<file path="src/rtl/seq_detect_pkg.sv">
// Shared types and constants for the programmable serial pattern detector.
// The active configuration is carried at a fixed maximum width.
package seq_detect_pkg;

  localparam int DEF_MAX_LEN = 8;
  localparam int LW          = $clog2(DEF_MAX_LEN + 1);
  localparam logic [DEF_MAX_LEN-1:0] DEF_PATTERN = 8'b0000_1101;
  localparam int DEF_LEN     = 4;

  // Widest pattern the stored configuration can hold; MAX_LEN must not exceed it.
  localparam int CFG_PAT_W = 32;
  localparam int CFG_LEN_W = $clog2(CFG_PAT_W + 1);

  typedef struct packed {
    logic [CFG_PAT_W-1:0] pattern;
    logic [CFG_LEN_W-1:0] len;
    logic                 overlap;
  } seq_cfg_t;

  function automatic logic len_valid(input int unsigned len, input int unsigned max_len);
    return (len >= 1) && (len <= max_len);
  endfunction

endpackage

</file>
<file path="src/rtl/seq_match_cnt.sv">
// Saturating up-counter with synchronous clear; clear beats increment.
module seq_match_cnt #(
  parameter int CNT_W = 8
) (
  input  logic             clk,
  input  logic             rst_n,
  input  logic             clr,
  input  logic             en,
  output logic [CNT_W-1:0] count
);

  always_ff @(posedge clk or negedge rst_n) begin
    if (!rst_n) begin
      count <= '0;
    end else if (clr) begin
      count <= '0;
    end else if (en && (count != '1)) begin
      count <= count + 1'b1;
    end
  end

endmodule

</file>
<file path="src/rtl/seq_detect_param.sv">
// Runtime-programmable serial pattern detector: Mealy match output, registered
// copy, overlap/non-overlap modes and a saturating match counter.
module seq_detect_param
  import seq_detect_pkg::*;
#(
  parameter int                 MAX_LEN         = DEF_MAX_LEN,
  parameter int                 CNT_W           = 8,
  parameter logic [MAX_LEN-1:0] DEFAULT_PATTERN = MAX_LEN'(DEF_PATTERN),
  parameter int                 DEFAULT_LEN     = DEF_LEN,
  localparam int                LEN_W           = $clog2(MAX_LEN + 1)
) (
  input  logic               clk,
  input  logic               rst_n,
  input  logic               din_valid,
  input  logic               din,
  input  logic               cfg_we,
  input  logic [MAX_LEN-1:0] cfg_pattern,
  input  logic [LEN_W-1:0]   cfg_len,
  input  logic               cfg_overlap,
  input  logic               count_clr,
  output logic               y,
  output logic               y_reg,
  output logic [CNT_W-1:0]   match_count,
  output logic               cfg_err
);

  seq_cfg_t             cfg;
  // The oldest of MAX_LEN past bits can never reach a window of at most MAX_LEN bits.
  logic [MAX_LEN-2:0]   hist;
  logic [LEN_W-1:0]     fill;

  logic [MAX_LEN-1:0]   w_raw;
  logic [CFG_PAT_W-1:0] window;
  logic [CFG_PAT_W-1:0] len_mask;
  logic                 fill_ok;
  logic                 pat_ok;
  logic                 cfg_ok;
  logic                 accept;
  logic                 match;

  always_comb begin
    // NOTE: assign a default before the loop so no path leaves len_mask unassigned and infers a latch.
    len_mask = '0;
    for (int i = 0; i < CFG_PAT_W; i++) begin
      len_mask[i] = (CFG_LEN_W'(i) < cfg.len);
    end
  end

  assign w_raw   = {hist, din};
  assign window  = CFG_PAT_W'(w_raw);
  assign pat_ok  = ((window ^ cfg.pattern) & len_mask) == '0;
  assign fill_ok = (CFG_LEN_W'(fill) + CFG_LEN_W'(1)) >= cfg.len;
  assign cfg_ok  = len_valid(int'(cfg_len), MAX_LEN);
  assign accept  = din_valid && !cfg_we;
  assign match   = accept && fill_ok && pat_ok;
  assign y       = match;

  // NOTE: sequential state uses non-blocking assignments so every register sees pre-edge values.
  always_ff @(posedge clk or negedge rst_n) begin
    if (!rst_n) begin
      hist    <= '0;
      fill    <= '0;
      cfg     <= '{pattern: CFG_PAT_W'(DEFAULT_PATTERN),
                   len:     CFG_LEN_W'(DEFAULT_LEN),
                   overlap: 1'b1};
      y_reg   <= 1'b0;
      cfg_err <= 1'b0;
    end else begin
      y_reg   <= match;
      cfg_err <= cfg_we && !cfg_ok;
      if (cfg_we) begin
        // A rejected write leaves both configuration and history untouched.
        if (cfg_ok) begin
          cfg  <= '{pattern: CFG_PAT_W'(cfg_pattern),
                    len:     CFG_LEN_W'(cfg_len),
                    overlap: cfg_overlap};
          hist <= '0;
          fill <= '0;
        end
      end else if (din_valid) begin
        hist <= w_raw[MAX_LEN-2:0];
        if (match && !cfg.overlap) begin
          fill <= '0;
        end else if (fill != LEN_W'(MAX_LEN)) begin
          fill <= fill + 1'b1;
        end
      end
    end
  end

  seq_match_cnt #(
    .CNT_W (CNT_W)
  ) u_cnt (
    .clk   (clk),
    .rst_n (rst_n),
    .clr   (count_clr),
    .en    (match),
    .count (match_count)
  );

endmodule

</file>
<file path="config.mk">
export PLATFORM = sky130hd
export DESIGN_NAME = seq_detect_param
export DESIGN_NICKNAME = d
export VERILOG_FILES = /design/src/rtl/seq_detect_pkg.sv /design/src/rtl/seq_match_cnt.sv /design/src/rtl/seq_detect_param.sv
export SDC_FILE = /design/constraint.sdc
export NUM_CORES = 1
export LEC_CHECK = 0
export CELL_PAD_IN_SITES_DETAIL_PLACEMENT = 1
export CELL_PAD_IN_SITES_GLOBAL_PLACEMENT = 1
export CORE_ASPECT_RATIO = 1.75
export CORE_UTILIZATION = 41
export DETAILED_ROUTE_END_ITERATION = 10
export GPL_ROUTABILITY_DRIVEN = 1
export PLACE_DENSITY_LB_ADDON = 0.1
export SYNTH_ARGS = -nofsm -noshare
export SYNTH_HDL_FRONTEND = slang
export SYNTH_SLANG_ARGS = --single-unit
</file>
<file path="constraint.sdc">
create_clock -name clk -period 7.8 [get_ports clk]
set_clock_uncertainty 0.15 [all_clocks]
set_input_delay 1.95 -clock clk [delete_from_list [all_inputs] [get_ports clk]]
set_output_delay 1.95 -clock clk [all_outputs]
set_load 0.02 [all_outputs]
</file>
==> metrics.yaml, run 1 <==
yosysSeqAreaShare: 0.4536
boundaryPins: 30
drc_errors: 0
yosys.area.top_type_share: 0.3841
wire_per_inst_um: 17.30
gp_congestion: 0.8177
power.leakage_uw: 0.0009778
ctsResizeCount: 0
groute.usage.overall: 0.2123
grt_pass1_wl_um: 7334
core_um2: 4404
ys.flop_type: "dfrtp_1"
power_frac_clock: 0.267
initial_core_util: 0.4290
critical-path-max-stage-delay_ns: 0.63
crit_top_cell: "clkdlybuf4s50_1"
wl_um: 4653
fillers: 513
globalRouteOverflowTotal: 0
required_ns: 5.70
worst_pin_slew_ns: 0.9326
syn2layout_area_growth_pct: 21.52
antenna_left: 0
n_antenna_cell: 0
h-tree-depth: 2
period_needed_ns: 6.329
rows: 32
multiInputGateArea_um2: 944.7
powerDensity_nw_per_um2: 220.1
cts.sinks: 34
hpwl_um: 3617
drt-pass1-iter-count: 4
r2r-start: "fill[0]"
path_delay_family: "buffers and inverters"
synth_warnings: 0
via_count: 1571
fp.dieH_um: 91.80
clock_latency_ns: 0.29
synth_edf_count: 0
hold_depth: 2
netlist_instances: 187
async_flop_share: 1.000
avgSynthCellArea_um2: 10.10
finalHoldViolCount: 0
ctsLongestPathBuffers: 2
hold_end: "hist[3]"
first_iter_violations: 9
synth_top_cell_by_area: "dfrtp_1"
max_cap_violations: 0
rsz0062_at_grt: "false"
hold_start: "hist[2]"
syn-num-nets: 213
post-route-period-util: 0.8114
ys_top_cells_by_area: "dfrtp_1, mux2_2, dfstp_2"
final_cell_mix: "dfrtp_1, clkdlybuf4s50_1, nand2_1"
largest_reg_flops: 13
rr_endpoint: "u_cnt.count[7]"
grt_pass1_vias: 1618
power_frac_comb: 0.271
nets: 243
cts.clk_slew.worst_paths_ns: 0.07
max_flop_register: "cfg"
finalMaxSlewViolations: 0
cp.arrival_ns: 4.23
seqCellArea_um2: 857.1
r2r_setup_slack_ns: 4.93
dieArea_um2: 4894
ys_ff_latch: 34
cp_max_fo: 9
worst_slack_ns: 1.471
critPathBufInv: 4
cts_buffers: 5
antenna_found_initial: 0
cts_tree: "yes"
cp-end-kind: "primary output"
largestRegisters: "cfg (13), u_cnt.count (8), hist (7)"
power.internal_uw: 338.9
pre_cts_ws_ns: 1.480
start_kind: "input port"
cpMaxStageDelayCell: "clkdlybuf4s50_1"
grt_max_degree: 35
path_class: "in -> out"
drive_above_1_share: 0.1514
setup_viol: 0
reg2regPathDepth: 8
pwr-share-seq: 0.462
hold_buffers: 0
io_buffers: 29
maxSlewHeadroom: 0.3765
synth_area_um2: 1889
finalPower_uw: 505.2
fin_tns_setup_ns: 0
worstPathCellList: "clkdlybuf4s50_1, nor2b_1, buf_4, o221ai_1, nor3_4, nand3_4, inv_1, clkdlybuf4s50_1"
hp-class: "reg -> reg"
viasPerCell: 5.840
p_sw_uw: 166.3
max_freq_ghz: 0.1580
status: "completed"
vdd_drop_max_v: 0.0001564
synthDistinctLibCells: 42
switching_share: 0.3292
post-cts-setup-buffers: 0
die_x_um: 53.32
cts_root_buf: "clkbuf_8"
-- synthesized netlist by cell type (2+ instances only) --
master and n:
clkbuf_1 3, a211oi_1 2, xor2_1 3, xnor2_1 8, a31oi_1 4, o31ai_1 3
nand4_1 2, ha_1 7, nand2_1 20, mux2_2 14, o21ai_1 2, nor2_1 9
nand3_1 17, a21oi_1 7, dfrtp_1 29, nor2b_1 5, o22ai_1 2, and3_1 3
o21ai_0 7, inv_1 8, or4_1 3, dfstp_2 5, nor3_1 3, nand2b_1 3
-- logic make-up after synthesis --
logic type / count (synthesis) / synth area share
multiplexers: 15 / 0.08874
buffers and inverters: 16 / 0.04636
flip-flops: 34 / 0.4536
AO/OA/AOI/OAI: 32 / 0.1060
AND/OR/NAND/NOR: 72 / 0.2079
adder cells (fa/ha/maj): 7 / 0.04636
XOR/XNOR: 11 / 0.05100
-- worst min-delay path, delay by kind of cell (launching register included) --
family,cells,cell delay (ns)
simple gates,2,0.11
flops,1,0.38
-- metal layers --
| layer | GRT usage | wire length (um) | share of wire | vias up |
|---|---|---|---|---|
| li1 | - | - | - | 726 |
| met5 | 0 | 0 | 0 | - |
| met2 | 0.4000 | 2790 | 0.60 | 29 |
| met4 | 0.1294 | 174 | 0.037 | 0 |
| met1 | 0.1912 | 1575 | 0.34 | 800 |
| met3 | 0.03648 | 114 | 0.025 | 16 |
-- power by group through the flow --
stage	Clock (uW)	Sequential [uW]	Combinational [uW]
after floorplan	0	222	108
after global placement	0	235	131
after detailed placement	0	237	139
after CTS	142	234	140
after global routing	148	238	155
final	135	233	137
-- worst max path at each step --
stage	startpoint	to	depth (start not counted)
2_1_floorplan	din_valid	y	6
3_3_place_gp	cfg_we	y	8
3_5_place_dp	cfg_we	y	8
4_1_cts	cfg_we	y	8
5_1_grt	cfg_we	y	8
6_report	cfg_we	y	8
-- layout make-up --
| class | instances | share of cell area |
|---|---|---|
| clock buffers | 6 | 0.03597 |
| repair buffers | 31 | 0.1330 |
| flip-flops and latches | 34 | 0.3733 |
| inverters | 8 | 0.01308 |
| well taps | 51 | 0.02779 |
| multi-input cells | 137 | 0.4114 |
| clock inverters | 2 | 0.005450 |
-- through the flow --
stage	utilization	instances	instance area, um2	hold WS [ns]
after floorplan	-	187	1889	0.3259
after global placement	0.4997	261	2201	0.3491
after detailed placement	0.4997	261	2201	0.3654
after CTS	0.5213	269	2296	0.3855
after global routing	0.5213	269	2296	0.4062
final	0.5213	269	2296	0.3760
Power figures use the tool's default switching activity.
==> inputs of run 2 (changes only) <==
Settings changed: CORE_UTILIZATION 41 to 37.
Clock period 7.8 ns to 5.55 ns, I/O delays scaled along.
==> metrics.yaml, run 2 (synthesis gave the netlist of run 1 again) <==
cp_max_fo: 8
hp-class: "reg -> reg"
max_flop_register: "cfg"
wire_per_inst_um: 16.61
post-route-period-util: 0.8950
cp.arrival_ns: 3.43
required_ns: 4.01
largestRegisters: "cfg (13), u_cnt.count (8), hist (7)"
crit_top_cell: "clkdlybuf4s50_1"
critical-path-max-stage-delay_ns: 0.63
io_buffers: 29
hold_start: "hist[2]"
dieArea_um2: 5407
h-tree-depth: 2
finalHoldViolCount: 0
via_count: 1525
grt_max_degree: 35
gp_congestion: 0.8486
grt_pass1_wl_um: 7645
cp-end-kind: "primary output"
drive_above_1_share: 0.1507
antenna_left: 0
r2r-start: "fill[0]"
rows: 34
initial_core_util: 0.3829
wl_um: 4534
boundaryPins: 30
hpwl_um: 3439
fin_tns_setup_ns: 0
cts_root_buf: "clkbuf_8"
worst_pin_slew_ns: 0.9950
viasPerCell: 5.586
drt-pass1-iter-count: 3
maxSlewHeadroom: 0.3348
finish.utilization: 0.4668
grt_pass1_vias: 1635
cts_buffers: 5
first_iter_violations: 34
antenna_found_initial: 0
cts.sinks: 34
hold_depth: 2
fp.dieH_um: 96.53
rr_endpoint: "u_cnt.count[7]"
hold_end: "hist[3]"
finalMaxSlewViolations: 0
path_delay_family: "buffers and inverters"
period_needed_ns: 4.967
r2r_setup_slack_ns: 2.74
max_cap_violations: 0
n_antenna_cell: 0
worstPathCellList: "clkdlybuf4s50_1, nor2b_1, o221ai_1, nor3_4, nand3_4, inv_1, clkdlybuf4s50_1"
syn2layout_area_growth_pct: 21.92
ctsLongestPathBuffers: 2
core_um2: 4935
setup_viol: 0
cts_tree: "yes"
critPathBufInv: 3
vdd_drop_max_v: 0.0001940
cts.clk_slew.worst_paths_ns: 0.07
drc_errors: 0
power.leakage_uw: 0.0009836
cpMaxStageDelayCell: "clkdlybuf4s50_1"
rsz0062_at_grt: "false"
powerDensity_nw_per_um2: 309.0
status: "completed"
path_class: "in -> out"
groute.usage.overall: 0.1862
clock_latency_ns: 0.28
max_freq_ghz: 0.2013
reg2regPathDepth: 8
post-cts-setup-buffers: 0
start_kind: "input port"
ctsResizeCount: 0
final_cell_mix: "dfrtp_1, clkdlybuf4s50_1, nand2_1"
die_x_um: 56.02
nets: 244
largest_reg_flops: 13
globalRouteOverflowTotal: 0
hold_buffers: 0
## run 2: changes by cell type in the layout (fill, tap and decap cells not counted), sizes merged
cell      before  now
buf            2    3
clkinvlp       1    0
clkbuf         6    7
## run 2: per-layer routing
layer | up-vias | global-route usage | share of wire
li1 | 729 | - | -
met1 | 763 | 0.1754 | 0.36
met2 | 25 | 0.3839 | 0.59
met3 | 8 | 0.02796 | 0.024
met4 | 0 | 0.08537 | 0.021
met5 | - | 0 | 0
## run 2: power by group
part | total [uW] | switching [uW] | internal [uW]
Combinational | 194 | 101 | 93.3
Sequential | 328 | 43.4 | 284
Clock | 190 | 90.1 | 100
## run 2: worst min-delay path, cell delays in order (launching register included)
cell	delay, ns
dfrtp_1	0.38
nand2_1	0.06
nand2_1	0.05
## run 2: layout make-up
type,instances,area (um2)
clock buffer,7,86.33
clock inverter,1,5.005
inverter,8,30.03
sequential,34,857.1
tap,54,67.56
multi-input combinational,137,944.7
timing repair buffer,32,312.8
fill,577,2631
## run 2: how the worst max path moves through the flow
stage,start,to,slack (ns),cells after the start
4_1_cts,din_valid,y,0.57,7
3_5_place_dp,din_valid,y,0.58,7
5_1_grt,din_valid,y,0.39,7
6_report,din_valid,y,0.58,7
3_3_place_gp,din_valid,y,0.61,7
2_1_floorplan,din_valid,y,1.64,6
## run 2: through the flow
stage,hold slack (ns),cells,worst slack [ns],total power (uW),instance area (um2)
after CTS,0.3704,273,0.5697,724.7,2303
after floorplan,0.3259,187,1.642,463.5,1889
after detailed placement,0.3553,265,0.5786,529.5,2212
final,0.3657,273,0.5829,711.8,2303
after global routing,0.3941,273,0.3870,758.4,2303
after global placement,0.3480,265,0.6071,515.7,2212
==> inputs of run 3 (changes only) <==
Settings changed: PLACE_DENSITY_LB_ADDON 0.1 to 0.2.
==> metrics.yaml, run 3 (synthesis gave the netlist of run 1 again) <==
status: "completed"
finish.utilization: 0.4645
max_flop_register: "cfg"
die_x_um: 56.02
place_area_um2: 2212
rr_endpoint: "u_cnt.count[7]"
cts.sinks: 34
finalHoldViolCount: 0
grt_max_degree: 35
whs_ns: 0.3767
cts_root_buf: "clkbuf_8"
max_cap_violations: 0
post-route-period-util: 0.8910
crit_top_cell: "clkdlybuf4s50_1"
period_needed_ns: 4.945
cpMaxStageDelayCell: "clkdlybuf4s50_1"
n_antenna_cell: 0
drt-pass1-iter-count: 5
io_buffers: 29
cp-end-kind: "primary output"
cts.clk_slew.worst_paths_ns: 0.07
powerDensity_nw_per_um2: 306.5
grt_pass1_wl_um: 7810
h-tree-depth: 2
hold_depth: 2
first_iter_violations: 24
viasPerCell: 5.656
nets: 244
fin_tns_setup_ns: 0
clock_latency_ns: 0.28
boundaryPins: 30
rsz0062_at_grt: "false"
power.leakage_uw: 0.0009749
drc_errors: 0
largest_reg_flops: 13
r2r_setup_slack_ns: 2.71
cp.arrival_ns: 3.41
worstPathCellList: "clkdlybuf4s50_1, nor2b_1, o221ai_1, nor3_4, nand3_4, inv_1, clkdlybuf4s50_1"
rows: 34
finalMaxSlewViolations: 0
path_class: "in -> out"
hold_end: "hist[3]"
worst_pin_slew_ns: 1.005
drive_above_1_share: 0.1416
reg2regPathDepth: 8
initial_core_util: 0.3829
syn2layout_area_growth_pct: 21.32
globalRouteOverflowTotal: 0
critical-path-max-stage-delay_ns: 0.63
maxSlewHeadroom: 0.3283
ctsLongestPathBuffers: 2
ctsResizeCount: 0
cts_tree: "yes"
max_freq_ghz: 0.2022
hold_buffers: 0
hp-class: "reg -> reg"
via_count: 1544
grt_pass1_vias: 1662
hpwl_um: 3570
postLayoutCellArea_um2: 2292
cp_max_fo: 8
hold_start: "hist[2]"
groute.usage.overall: 0.1904
wire_per_inst_um: 17.04
fp.dieH_um: 96.53
antenna_found_initial: 0
gp_congestion: 0.9307
wl_um: 4653
vdd_drop_max_v: 0.0001792
setup_viol: 0
largestRegisters: "cfg (13), u_cnt.count (8), hist (7)"
r2r-start: "fill[0]"
final_cell_mix: "dfrtp_1, clkdlybuf4s50_1, nand2_1"
post-cts-setup-buffers: 0
fillers: 577
antenna_left: 0
required_ns: 4.01
core_um2: 4935
cts_buffers: 5
start_kind: "input port"
dieArea_um2: 5407
-- run 3: cell count changes in the layout (fill, tap and decap cells not counted) --
cell | previous run | this run
clkbuf_1 | 1 | 3
clkbuf_8 | 6 | 5
clkinv_2 | 1 | 0
-- run 3: worst max-delay path: cells and delay by family --
family / cells / cell delay (ns)
compound gates: 1 / 0.17
buf+inv: 3 / 1.29
simple gates: 3 / 0.54
-- run 3: metal layers --
layer	GRT usage	vias to the layer above	wire length (um)
met2	0.3760	30	2733
met1	0.1857	764	1636
met4	0.1057	0	176
li1	-	736	-
met5	0	-	0
met3	0.02929	14	105
-- run 3: final cells by class --
type / count / area (um2) / share of cell area
inverter: 8 / 30.03 / 0.01310
multi-input combinational: 137 / 944.7 / 0.4121
tap: 54 / 67.56 / 0.02948
sequential: 34 / 857.1 / 0.3739
clock buffer: 8 / 80.08 / 0.03493
timing repair buffer: 32 / 312.8 / 0.1365
-- run 3: how the worst max path moves through the flow --
| stage | startpoint | endpoint | cells past startpoint |
|---|---|---|---|
| 6_report | cfg_we | y | 7 |
| 3_5_place_dp | din_valid | y | 7 |
| 2_1_floorplan | din_valid | y | 6 |
| 4_1_cts | din_valid | y | 7 |
| 3_3_place_gp | din_valid | y | 7 |
| 5_1_grt | din_valid | y | 7 |
-- run 3: per-stage QoR --
step / power [uW] / std cells / worst slack [ns]
detailed placement: 535.7 / 265 / 0.5999
finish: 702.5 / 273 / 0.6052
global route: 752.2 / 273 / 0.4700
global placement: 515.3 / 265 / 0.6403
floorplan: 463.5 / 187 / 1.642
CTS: 714.5 / 273 / 0.5964
-- run 3: where the power goes --
part	switching, uW	internal, uW
Clock	85.9	89.1
Combinational	105	94.6
Sequential	43.6	284
Total	234	468
